--- src/rtl/ball_pkg.sv ---
// Shared types and constants for the ball physics step evaluator.
package ball_pkg;

    typedef enum logic [2:0] {
        ST_IDLE,
        ST_PROBE_Y0,
        ST_PROBE_Y1,
        ST_PROBE_X0,
        ST_PROBE_X1,
        ST_RESOLVE
    } state_t;

    localparam logic DIR_LEFT  = 1'b0;
    localparam logic DIR_RIGHT = 1'b1;
    localparam logic DIR_UP    = 1'b0;
    localparam logic DIR_DOWN  = 1'b1;

    typedef enum logic [1:0] {
        PRB_Y0,
        PRB_Y1,
        PRB_X0,
        PRB_X1
    } probe_idx_t;

    // Map a probe state onto the probe it evaluates; non-probe states park on Y0.
    function automatic probe_idx_t state_to_probe(state_t s);
        case (s)
            ST_PROBE_Y1: return PRB_Y1;
            ST_PROBE_X0: return PRB_X0;
            ST_PROBE_X1: return PRB_X1;
            default:     return PRB_Y0;
        endcase
    endfunction

endpackage

--- src/rtl/ball_physics_if.sv ---
// Brick-memory lookup bus: request with probe pixel, ack with brick health and origin.
interface ball_physics_if #(
    parameter int COORD_W  = 10,
    parameter int HEALTH_W = 2
);
    logic                mem_req;
    logic [COORD_W-1:0]  mem_x;
    logic [COORD_W-1:0]  mem_y;
    logic                mem_ack;
    logic [HEALTH_W-1:0] mem_health;
    logic [COORD_W-1:0]  mem_bx;
    logic [COORD_W-1:0]  mem_by;

    modport master (
        output mem_req, mem_x, mem_y,
        input  mem_ack, mem_health, mem_bx, mem_by
    );

    modport slave (
        input  mem_req, mem_x, mem_y,
        output mem_ack, mem_health, mem_bx, mem_by
    );
endinterface

--- src/rtl/ball_probe_gen.sv ---
// Probe pixel generator: leading-edge pixel for the selected probe plus an
// in-field flag. Arithmetic is one bit wider than the coordinates so that
// x-1 / y-1 at the origin wraps to a huge value and lands outside the field.
module ball_probe_gen
    import ball_pkg::*;
#(
    parameter int COORD_W   = 10,
    parameter int X_MAX     = 320,
    parameter int Y_MAX     = 240,
    parameter int BALL_SIZE = 4
) (
    input  logic [COORD_W-1:0] i_x,
    input  logic [COORD_W-1:0] i_y,
    input  logic               i_x_dir,
    input  logic               i_y_dir,
    input  probe_idx_t         i_probe,
    output logic [COORD_W-1:0] o_px,
    output logic [COORD_W-1:0] o_py,
    output logic               o_in_field
);

    localparam logic [COORD_W:0] C_BS    = (COORD_W+1)'(BALL_SIZE);
    localparam logic [COORD_W:0] C_BS_M1 = (COORD_W+1)'(BALL_SIZE - 1);
    localparam logic [COORD_W:0] C_ONE   = (COORD_W+1)'(1);
    localparam logic [COORD_W:0] C_XMAX  = (COORD_W+1)'(X_MAX);
    localparam logic [COORD_W:0] C_YMAX  = (COORD_W+1)'(Y_MAX);

    logic [COORD_W:0] w_x;
    logic [COORD_W:0] w_y;
    logic [COORD_W:0] w_xe;
    logic [COORD_W:0] w_ye;
    logic [COORD_W:0] w_px;
    logic [COORD_W:0] w_py;

    assign w_x  = {1'b0, i_x};
    assign w_y  = {1'b0, i_y};
    assign w_xe = (i_x_dir == DIR_RIGHT) ? (w_x + C_BS) : (w_x - C_ONE);
    assign w_ye = (i_y_dir == DIR_DOWN)  ? (w_y + C_BS) : (w_y - C_ONE);

    // Select the probe pixel: Y probes sit on the leading row, X probes on the leading column.
    always_comb begin
        w_px = w_x;
        w_py = w_ye;
        case (i_probe)
            PRB_Y0: begin w_px = w_x;           w_py = w_ye;           end
            PRB_Y1: begin w_px = w_x + C_BS_M1; w_py = w_ye;           end
            PRB_X0: begin w_px = w_xe;          w_py = w_y;            end
            PRB_X1: begin w_px = w_xe;          w_py = w_y + C_BS_M1;  end
            default: begin w_px = w_x;          w_py = w_ye;           end
        endcase
    end

    assign o_in_field = (w_px < C_XMAX) && (w_py < C_YMAX);
    assign o_px       = w_px[COORD_W-1:0];
    assign o_py       = w_py[COORD_W-1:0];

endmodule

--- src/rtl/ball_physics.sv ---
// Ball physics step evaluator. A step pulse latches the ball and platform
// position, probes up to four leading-edge pixels against the brick memory,
// then resolves wall / floor / platform / brick bounces in one cycle.
// Optional build macro BALL_SPIN_EN: platform contact steers x_dir by which
// half of the platform the ball centre lands on.
//
// state    | meaning
// ---------+---------------------------------------------------
// IDLE     | waiting for step
// PROBE_Y0 | lookup of leading-row pixel at ball left column
// PROBE_Y1 | lookup of leading-row pixel at ball right column
// PROBE_X0 | lookup of leading-column pixel at ball top row
// PROBE_X1 | lookup of leading-column pixel at ball bottom row
// RESOLVE  | update directions, pulse done (and lost on floor)
module ball_physics
    import ball_pkg::*;
#(
    parameter int COORD_W   = 10,
    parameter int X_MAX     = 320,
    parameter int Y_MAX     = 240,
    parameter int BALL_SIZE = 4,
    parameter int BRICK_W   = 16,
    parameter int BRICK_H   = 8,
    parameter int PLAT_W    = 32,
    parameter int PLAT_Y    = 224,
    parameter int HEALTH_W  = 2
) (
    input  logic               clk,
    input  logic               resetn,
    input  logic               step,
    input  logic [COORD_W-1:0] ball_x,
    input  logic [COORD_W-1:0] ball_y,
    input  logic [COORD_W-1:0] plat_x,
    ball_physics_if.master     mem,
    output logic               x_dir,
    output logic               y_dir,
    output logic               hit_valid,
    output logic [COORD_W-1:0] hit_x,
    output logic [COORD_W-1:0] hit_y,
    output logic               busy,
    output logic               done,
    output logic               lost
);

    localparam logic [COORD_W:0] C_BS     = (COORD_W+1)'(BALL_SIZE);
    localparam logic [COORD_W:0] C_XMAX   = (COORD_W+1)'(X_MAX);
    localparam logic [COORD_W:0] C_YMAX   = (COORD_W+1)'(Y_MAX);
    localparam logic [COORD_W:0] C_PLAT_W = (COORD_W+1)'(PLAT_W);
    localparam logic [COORD_W:0] C_PLAT_Y = (COORD_W+1)'(PLAT_Y);

    // A ball larger than a brick could straddle bricks the two probes per edge cannot see.
    if (BRICK_W < BALL_SIZE || BRICK_H < BALL_SIZE) begin : g_bad_cfg
        $error("ball_physics: BALL_SIZE must not exceed brick dimensions");
    end

    state_t             r_state;
    state_t             w_state_nxt;
    logic [COORD_W-1:0] r_x;
    logic [COORD_W-1:0] r_y;
    logic [COORD_W-1:0] r_plat;
    logic               r_x_dir;
    logic               r_y_dir;
    logic               r_y_hit;
    logic               r_x_hit;
    logic [COORD_W-1:0] r_ybx;
    logic [COORD_W-1:0] r_yby;
    logic               r_hit_valid;
    logic [COORD_W-1:0] r_hit_x;
    logic [COORD_W-1:0] r_hit_y;

    logic               w_accept;
    logic               w_is_probe;
    logic               w_is_y_probe;
    logic               w_adv;
    logic               w_hit;
    logic               w_same_brick;
    logic [COORD_W-1:0] w_px;
    logic [COORD_W-1:0] w_py;
    logic               w_in_field;
    logic [COORD_W:0]   w_x1;
    logic [COORD_W:0]   w_y1;
    logic [COORD_W:0]   w_plat1;
    logic               w_floor;
    logic               w_plat_contact;
    logic               w_x_dir_nxt;
    logic               w_y_dir_nxt;

    ball_probe_gen #(
        .COORD_W   (COORD_W),
        .X_MAX     (X_MAX),
        .Y_MAX     (Y_MAX),
        .BALL_SIZE (BALL_SIZE)
    ) u_probe_gen (
        .i_x        (r_x),
        .i_y        (r_y),
        .i_x_dir    (r_x_dir),
        .i_y_dir    (r_y_dir),
        .i_probe    (state_to_probe(r_state)),
        .o_px       (w_px),
        .o_py       (w_py),
        .o_in_field (w_in_field)
    );

    assign w_accept     = (r_state == ST_IDLE) && step;
    assign w_is_y_probe = (r_state == ST_PROBE_Y0) || (r_state == ST_PROBE_Y1);
    assign w_is_probe   = w_is_y_probe || (r_state == ST_PROBE_X0) || (r_state == ST_PROBE_X1);
    // Out-of-field probes never touch the bus and finish in their single cycle.
    assign w_adv        = w_is_probe && (!w_in_field || mem.mem_ack);
    assign w_hit        = w_is_probe && w_in_field && mem.mem_ack && (mem.mem_health != '0);
    assign w_same_brick = r_y_hit && (mem.mem_bx == r_ybx) && (mem.mem_by == r_yby);

    assign mem.mem_req  = w_is_probe && w_in_field;
    assign mem.mem_x    = mem.mem_req ? w_px : '0;
    assign mem.mem_y    = mem.mem_req ? w_py : '0;

    assign busy      = (r_state != ST_IDLE);
    assign done      = (r_state == ST_RESOLVE);
    assign lost      = (r_state == ST_RESOLVE) && w_floor;
    assign x_dir     = r_x_dir;
    assign y_dir     = r_y_dir;
    assign hit_valid = r_hit_valid;
    assign hit_x     = r_hit_x;
    assign hit_y     = r_hit_y;

    assign w_x1    = {1'b0, r_x};
    assign w_y1    = {1'b0, r_y};
    assign w_plat1 = {1'b0, r_plat};
    assign w_floor = (w_y1 >= (C_YMAX - C_BS));
    assign w_plat_contact = (r_y_dir == DIR_DOWN) && ((w_y1 + C_BS) == C_PLAT_Y) &&
                            ((w_x1 + C_BS) > w_plat1) && (w_x1 < (w_plat1 + C_PLAT_W));

`ifdef BALL_SPIN_EN
    localparam logic [COORD_W:0] C_BS_HALF   = (COORD_W+1)'(BALL_SIZE / 2);
    localparam logic [COORD_W:0] C_PLAT_HALF = (COORD_W+1)'(PLAT_W / 2);
    logic w_spin_dir;
    assign w_spin_dir = ((w_x1 + C_BS_HALF) < (w_plat1 + C_PLAT_HALF)) ? DIR_LEFT : DIR_RIGHT;
`endif

    // Bounce resolution; walls take priority over platform spin and brick toggles.
    always_comb begin
        w_x_dir_nxt = r_x_dir;
        w_y_dir_nxt = r_y_dir;
        if (w_x1 == '0)
            w_x_dir_nxt = DIR_RIGHT;
        else if (w_x1 >= (C_XMAX - C_BS))
            w_x_dir_nxt = DIR_LEFT;
`ifdef BALL_SPIN_EN
        else if (w_plat_contact)
            w_x_dir_nxt = w_spin_dir;
`endif
        else if (r_x_hit)
            w_x_dir_nxt = ~r_x_dir;

        if (w_y1 == '0)
            w_y_dir_nxt = DIR_DOWN;
        else if (w_floor)
            w_y_dir_nxt = DIR_UP;
        else if (w_plat_contact)
            w_y_dir_nxt = DIR_UP;
        else if (r_y_hit)
            w_y_dir_nxt = ~r_y_dir;
    end

    // Next-state logic: a hit on the first probe of an edge skips the second.
    always_comb begin
        w_state_nxt = r_state;
        case (r_state)
            ST_IDLE:     if (step)  w_state_nxt = ST_PROBE_Y0;
            ST_PROBE_Y0: if (w_adv) w_state_nxt = w_hit ? ST_PROBE_X0 : ST_PROBE_Y1;
            ST_PROBE_Y1: if (w_adv) w_state_nxt = ST_PROBE_X0;
            ST_PROBE_X0: if (w_adv) w_state_nxt = w_hit ? ST_RESOLVE : ST_PROBE_X1;
            ST_PROBE_X1: if (w_adv) w_state_nxt = ST_RESOLVE;
            ST_RESOLVE:  w_state_nxt = ST_IDLE;
            default:     w_state_nxt = ST_IDLE;
        endcase
    end

    // State register, step latch, hit bookkeeping and direction update.
    always_ff @(posedge clk) begin
        if (!resetn) begin
            r_state     <= ST_IDLE;
            r_x         <= '0;
            r_y         <= '0;
            r_plat      <= '0;
            r_x_dir     <= DIR_RIGHT;
            r_y_dir     <= DIR_UP;
            r_y_hit     <= 1'b0;
            r_x_hit     <= 1'b0;
            r_ybx       <= '0;
            r_yby       <= '0;
            r_hit_valid <= 1'b0;
            r_hit_x     <= '0;
            r_hit_y     <= '0;
        end else begin
            r_state     <= w_state_nxt;
            r_hit_valid <= 1'b0;

            if (w_accept) begin
                r_x     <= ball_x;
                r_y     <= ball_y;
                r_plat  <= plat_x;
                r_y_hit <= 1'b0;
                r_x_hit <= 1'b0;
            end

            if (w_hit) begin
                if (w_is_y_probe) begin
                    r_y_hit     <= 1'b1;
                    r_ybx       <= mem.mem_bx;
                    r_yby       <= mem.mem_by;
                    r_hit_valid <= 1'b1;
                    r_hit_x     <= mem.mem_bx;
                    r_hit_y     <= mem.mem_by;
                end else begin
                    r_x_hit <= 1'b1;
                    if (!w_same_brick) begin
                        r_hit_valid <= 1'b1;
                        r_hit_x     <= mem.mem_bx;
                        r_hit_y     <= mem.mem_by;
                    end
                end
            end

            if (r_state == ST_RESOLVE) begin
                r_x_dir <= w_x_dir_nxt;
                r_y_dir <= w_y_dir_nxt;
            end
        end
    end

endmodule

--- src/flat_wrapper.sv ---
// flat-port wrapper written by rule: the top's interface ports become plain ports
module ball_physics_flat import ball_pkg::*;
#(
    parameter int COORD_W   = 10,
    parameter int X_MAX     = 320,
    parameter int Y_MAX     = 240,
    parameter int BALL_SIZE = 4,
    parameter int BRICK_W   = 16,
    parameter int BRICK_H   = 8,
    parameter int PLAT_W    = 32,
    parameter int PLAT_Y    = 224,
    parameter int HEALTH_W  = 2
)
  (clk, resetn, step, ball_x, ball_y, plat_x, x_dir, y_dir, hit_valid, hit_x, hit_y, busy, done, lost, mem_mem_req, mem_mem_x, mem_mem_y, mem_mem_ack, mem_mem_health, mem_mem_bx, mem_mem_by);
  ball_physics_if #(.COORD_W(COORD_W), .HEALTH_W(HEALTH_W)) mem_i ();
  input  logic clk;
  input  logic resetn;
  input  logic step;
  input  logic [COORD_W-1:0] ball_x;
  input  logic [COORD_W-1:0] ball_y;
  input  logic [COORD_W-1:0] plat_x;
  output logic x_dir;
  output logic y_dir;
  output logic hit_valid;
  output logic [COORD_W-1:0] hit_x;
  output logic [COORD_W-1:0] hit_y;
  output logic busy;
  output logic done;
  output logic lost;
  output wire logic [$bits(mem_i.mem_req)-1:0] mem_mem_req;
  output wire logic [$bits(mem_i.mem_x)-1:0] mem_mem_x;
  output wire logic [$bits(mem_i.mem_y)-1:0] mem_mem_y;
  input wire logic [$bits(mem_i.mem_ack)-1:0] mem_mem_ack;
  input wire logic [$bits(mem_i.mem_health)-1:0] mem_mem_health;
  input wire logic [$bits(mem_i.mem_bx)-1:0] mem_mem_bx;
  input wire logic [$bits(mem_i.mem_by)-1:0] mem_mem_by;
  assign mem_mem_req = mem_i.mem_req;
  assign mem_mem_x = mem_i.mem_x;
  assign mem_mem_y = mem_i.mem_y;
  assign mem_i.mem_ack = mem_mem_ack;
  assign mem_i.mem_health = mem_mem_health;
  assign mem_i.mem_bx = mem_mem_bx;
  assign mem_i.mem_by = mem_mem_by;
  ball_physics #(.COORD_W(COORD_W), .X_MAX(X_MAX), .Y_MAX(Y_MAX), .BALL_SIZE(BALL_SIZE), .BRICK_W(BRICK_W), .BRICK_H(BRICK_H), .PLAT_W(PLAT_W), .PLAT_Y(PLAT_Y), .HEALTH_W(HEALTH_W)) u_core (.clk(clk), .resetn(resetn), .step(step), .ball_x(ball_x), .ball_y(ball_y), .plat_x(plat_x), .mem(mem_i), .x_dir(x_dir), .y_dir(y_dir), .hit_valid(hit_valid), .hit_x(hit_x), .hit_y(hit_y), .busy(busy), .done(done), .lost(lost));
endmodule
--- config.mk ---
export PLATFORM = sky130hd
export DESIGN_NAME = ball_physics_flat
export DESIGN_NICKNAME = d
export VERILOG_FILES = /design/src/rtl/ball_pkg.sv /design/src/rtl/ball_physics_if.sv /design/src/rtl/ball_probe_gen.sv /design/src/rtl/ball_physics.sv /design/src/flat_wrapper.sv
export SDC_FILE = /design/constraint.sdc
export NUM_CORES = 1
export LEC_CHECK = 0
export ABC_AREA = 1
export ABC_CLOCK_PERIOD_IN_PS = 4600
export CORE_MARGIN = 1.5
export CORE_UTILIZATION = 58
export DETAILED_ROUTE_END_ITERATION = 16
export MAX_ROUTING_LAYER = met4
export PLACE_DENSITY = 0.88
export SYNTH_ARGS = -nofsm -noshare
export SYNTH_HDL_FRONTEND = slang
export SYNTH_HIERARCHICAL = 1
export SYNTH_SLANG_ARGS = --single-unit
--- constraint.sdc ---
create_clock -name clk -period 4.6 [get_ports clk]
set_input_delay 0.92 -clock clk [delete_from_list [all_inputs] [get_ports clk]]
set_output_delay 0.92 -clock clk [all_outputs]
set_load 0.1 [all_outputs]
==> results_dict.tcl <==
set metrics [dict create \
    n_antenna_cell 0 \
    critPathKind "flop to output pin" \
    cp_slowest_stage_delay_ns 0.37 \
    synth_cell_types 44 \
    setup_violations 0 \
    synth_ff_type "dfxtp_1" \
    cts-root-buf "clkbuf_8" \
    utilization_pct 76.01 \
    drc_errors 0 \
    track_usage_pct 30.60 \
    synth.area.top_cells "dfxtp_1 28%, nand2_1 12%, inv_1 9.0%" \
    reg2reg_from "u_core/r_state[1]$_SDFFE_PN0P_" \
    slowest_stage "dfxtp_1" \
    synth_warnings 6 \
    layout_common_cells "170 x nand2_1, 131 x inv_1, 99 x nor2_1" \
    die_area_um2 10110 \
    port_buffers 102 \
    status "completed" \
    cp_max_fo 23 \
    critPathLaunch "u_core/r_state[1]$_SDFFE_PN0P_" \
    drive_gt1_share_pct 9.711 \
    grt_start_max_net_pins 51 \
    async_flop_share_pct 0 \
    ioPinCount 103 \
    htreeDepth 3 \
    start_util_pct 59.74 \
    hold_viol 0 \
    routed_wl_um 14720 \
    cts_tree "built" \
    floorplan.core_area_um2 9240 \
    firstDrtPassIters 8 \
    slew_violations 0 \
    ys_seq_area_share_pct 28.29 \
    p_per_area_nw_per_um2 708.8 \
    cts_buffers 9 \
    ant_nets 0 \
    end_kind "output pin" \
    worst_slew_pin_slew_ns 1.061 \
    power.leakage_nw 3.106 \
    endpoint "mem_mem_x[3]" \
    clock_skew_ns 0.01471 \
    gp_congestion 0.9396 \
    maxSlewHeadroom_pct 29.06 \
    cap_violations 0 \
    layout_commonest_cell "nand2_1" \
    rr_endpoint "u_core/hit_x[6]$_SDFFE_PN0P_" \
    fin_setup_tns_ns 0 \
    finish.net_count 1048 \
    hold_slack_ns 0.4618 \
    clk_pin_slew_ns 0.09 \
    synthCells 874 \
    ys_seq_elements 78 \
    hold_class "flop to flop" \
    critPathRequiredTime_ns 3.68 \
    drtIter0Drc 386 \
    netlist_area_um2 5520 \
    cp_cell_sequence "nor2_2 > inv_2 > nand2_1 > nand2_1 > clkinvlp_4 > buf_4 > nand2_2 > nor3_1 > nand2_1 > nand2_1 > nand2_1 > nand2_1 > nand3_1 > nand2_1 > nand2_1 > nor2_1 > nand2_2 > nor2_1 > buf_12" \
    clock_sinks 78 \
    area_delta_synth_final_pct 27.22 \
    r2r_cells 22 \
    clock_path_buffers 2 \
    post-route-period-util_pct 90.77 \
    fmax_mhz 239.5 \
    yosysTopAreaCellShare_pct 28.29 \
    period_minus_slack_ns 4.176 \
    wl_per_cell_um 13.42 \
    die_w_um 100.6 \
    setup_ws_ns 0.4244 \
    clk_latency_ns 0.35 \
    synth_nets 959 \
    synth_top_cell_by_area "dfxtp_1" \
    vdd_ir_drop_max_uv 425.1 \
    cts-hold-fix-buffers 0 \
    grt_pass1_vias 5272 \
    start_kind "flop" \
    via_count 5925 \
    antenna_found_initial 0 \
    via_per_inst 5.401 \
    rows 35 \
    r2r_slack_ns 1.09 \
    fp.dieH_um 100.6 \
    pre_cts_slack_ns 0.5925 \
    synth_area_per_cell_um2 6.316 \
    grt_pass1_wl_um 24180 \
    grt.overflow.total 0 \
    cp_common_cell "nand2_1" \
    crit_arrival_ns 3.26 \
    grt_setup_unrepaired "false" \
    post-dp-hpwl_um 10760 \
    synth_edf_count 0 \
]
layout make-up:
type,count,area [um^2]
Fill cell,686,2217
Clock buffer,10,127.6
Clock inverter,6,70.07
Inverter,144,549.3
Multi-Input combinational cell,618,3254
Timing Repair Buffer,112,1299
Sequential cell,78,1562
Tap cell,129,161.4
metrics by stage:
step | power [mW] | cells | cell area, um^2
3_5_place_dp | 4.400 | 1076 | 6784
5_1_grt | 5.319 | 1097 | 7023
4_1_cts | 4.928 | 1092 | 6982
3_3_place_gp | 4.354 | 1076 | 6784
6_report | 4.978 | 1097 | 7023
2_1_floorplan | 3.538 | 874 | 5527
critical path, delay by kind of cell (launching register included):
kind | cells | cell delay (ns)
flops | 1 | 0.37
simple gates | 15 | 1.84
buf+inv | 4 | 0.70
cell usage after synthesis (3+ instances only):
| master | count |
|---|---|
| nor2_1 | 99 |
| o21ai_1 | 10 |
| clkbuf_1 | 14 |
| nand3_1 | 68 |
| nor2_2 | 8 |
| nand2_1 | 170 |
| xnor2_1 | 5 |
| dfxtp_1 | 78 |
| o21ai_0 | 49 |
| nand4_1 | 9 |
| nand3b_1 | 9 |
| inv_2 | 10 |
| a31oi_1 | 3 |
| buf_4 | 3 |
| ha_1 | 29 |
| a21oi_1 | 87 |
| nor3_1 | 11 |
| o21ai_2 | 3 |
| nand2_2 | 10 |
| inv_1 | 132 |
| o22ai_1 | 10 |
| xor2_1 | 14 |
| buf_2 | 13 |
| nor3_2 | 3 |
state kept, by name, summed over array words and instances, names as in the netlist:
| signal | count |
|---|---|
| u_core/hit_x | 10 |
| u_core/r_x | 10 |
| u_core/y_dir | 1 |
| u_core/r_plat | 10 |
| u_core/r_state | 3 |
| u_core/r_ybx | 10 |
| u_core/r_x_hit | 1 |
| u_core/r_y_hit | 1 |
| u_core/r_yby | 10 |
| u_core/r_y | 10 |
| u_core/x_dir | 1 |
| u_core/hit_valid | 1 |
| u_core/hit_y | 10 |
per-layer routing:
metal  track usage (%)  part of all wire, %  vias up  routed length [um]
met1             39.34                   42     2645                6228
met2             48.77                   48      249                6997
met4             12.24                  3.0        0                 446
met5                 -                    0        -                   0
met3             4.230                  7.1       40                1045
li1                  -                    -     2991                   -
worst min-delay path by stage:
stage / start / end / slack, ns / depth (start not counted)
2_1_floorplan: u_core/r_plat[0]$_SDFFE_PN0P_ / u_core/r_plat[0]$_SDFFE_PN0P_ / 0.43 / 2
3_3_place_gp: u_core/r_plat[0]$_SDFFE_PN0P_ / u_core/r_plat[0]$_SDFFE_PN0P_ / 0.44 / 2
3_5_place_dp: u_core/r_plat[0]$_SDFFE_PN0P_ / u_core/r_plat[0]$_SDFFE_PN0P_ / 0.45 / 2
4_1_cts: u_core/r_plat[0]$_SDFFE_PN0P_ / u_core/r_plat[0]$_SDFFE_PN0P_ / 0.47 / 2
5_1_grt: u_core/r_ybx[4]$_SDFFE_PN0P_ / u_core/r_ybx[4]$_SDFFE_PN0P_ / 0.49 / 2
6_report: u_core/r_plat[0]$_SDFFE_PN0P_ / u_core/r_plat[0]$_SDFFE_PN0P_ / 0.46 / 2
cells by family (layout without fill, tap and decap cells):
group | after synthesis | in the layout | share of synthesized area [%]
and+or+nand+nor | 394 | 394 | 31.64
xor gates and xnor gates | 21 | 21 | 3.604
DFF | 78 | 78 | 28.29
AOI/OAI and AO/OA | 174 | 174 | 16.93
buffers and inverters | 178 | 272 | 12.96
adders and majority gates | 29 | 29 | 6.573
where the power goes:
part	internal, mW	total, mW	switching (mW)
registers	0.854	1.08	0.221
clock network	0.255	0.522	0.267
logic	1.06	3.38	2.32
total	2.17	4.98	2.81
repair_timing:
| item | 4_1_cts | 5_1_grt |
|---|---|---|
| buffers inserted | 0 | 5 |
| gates resized for setup | 0 | 1 |
| setup endpoints to repair | 0 | 21 |
Note: power is estimated with default switching activity, not from simulation.
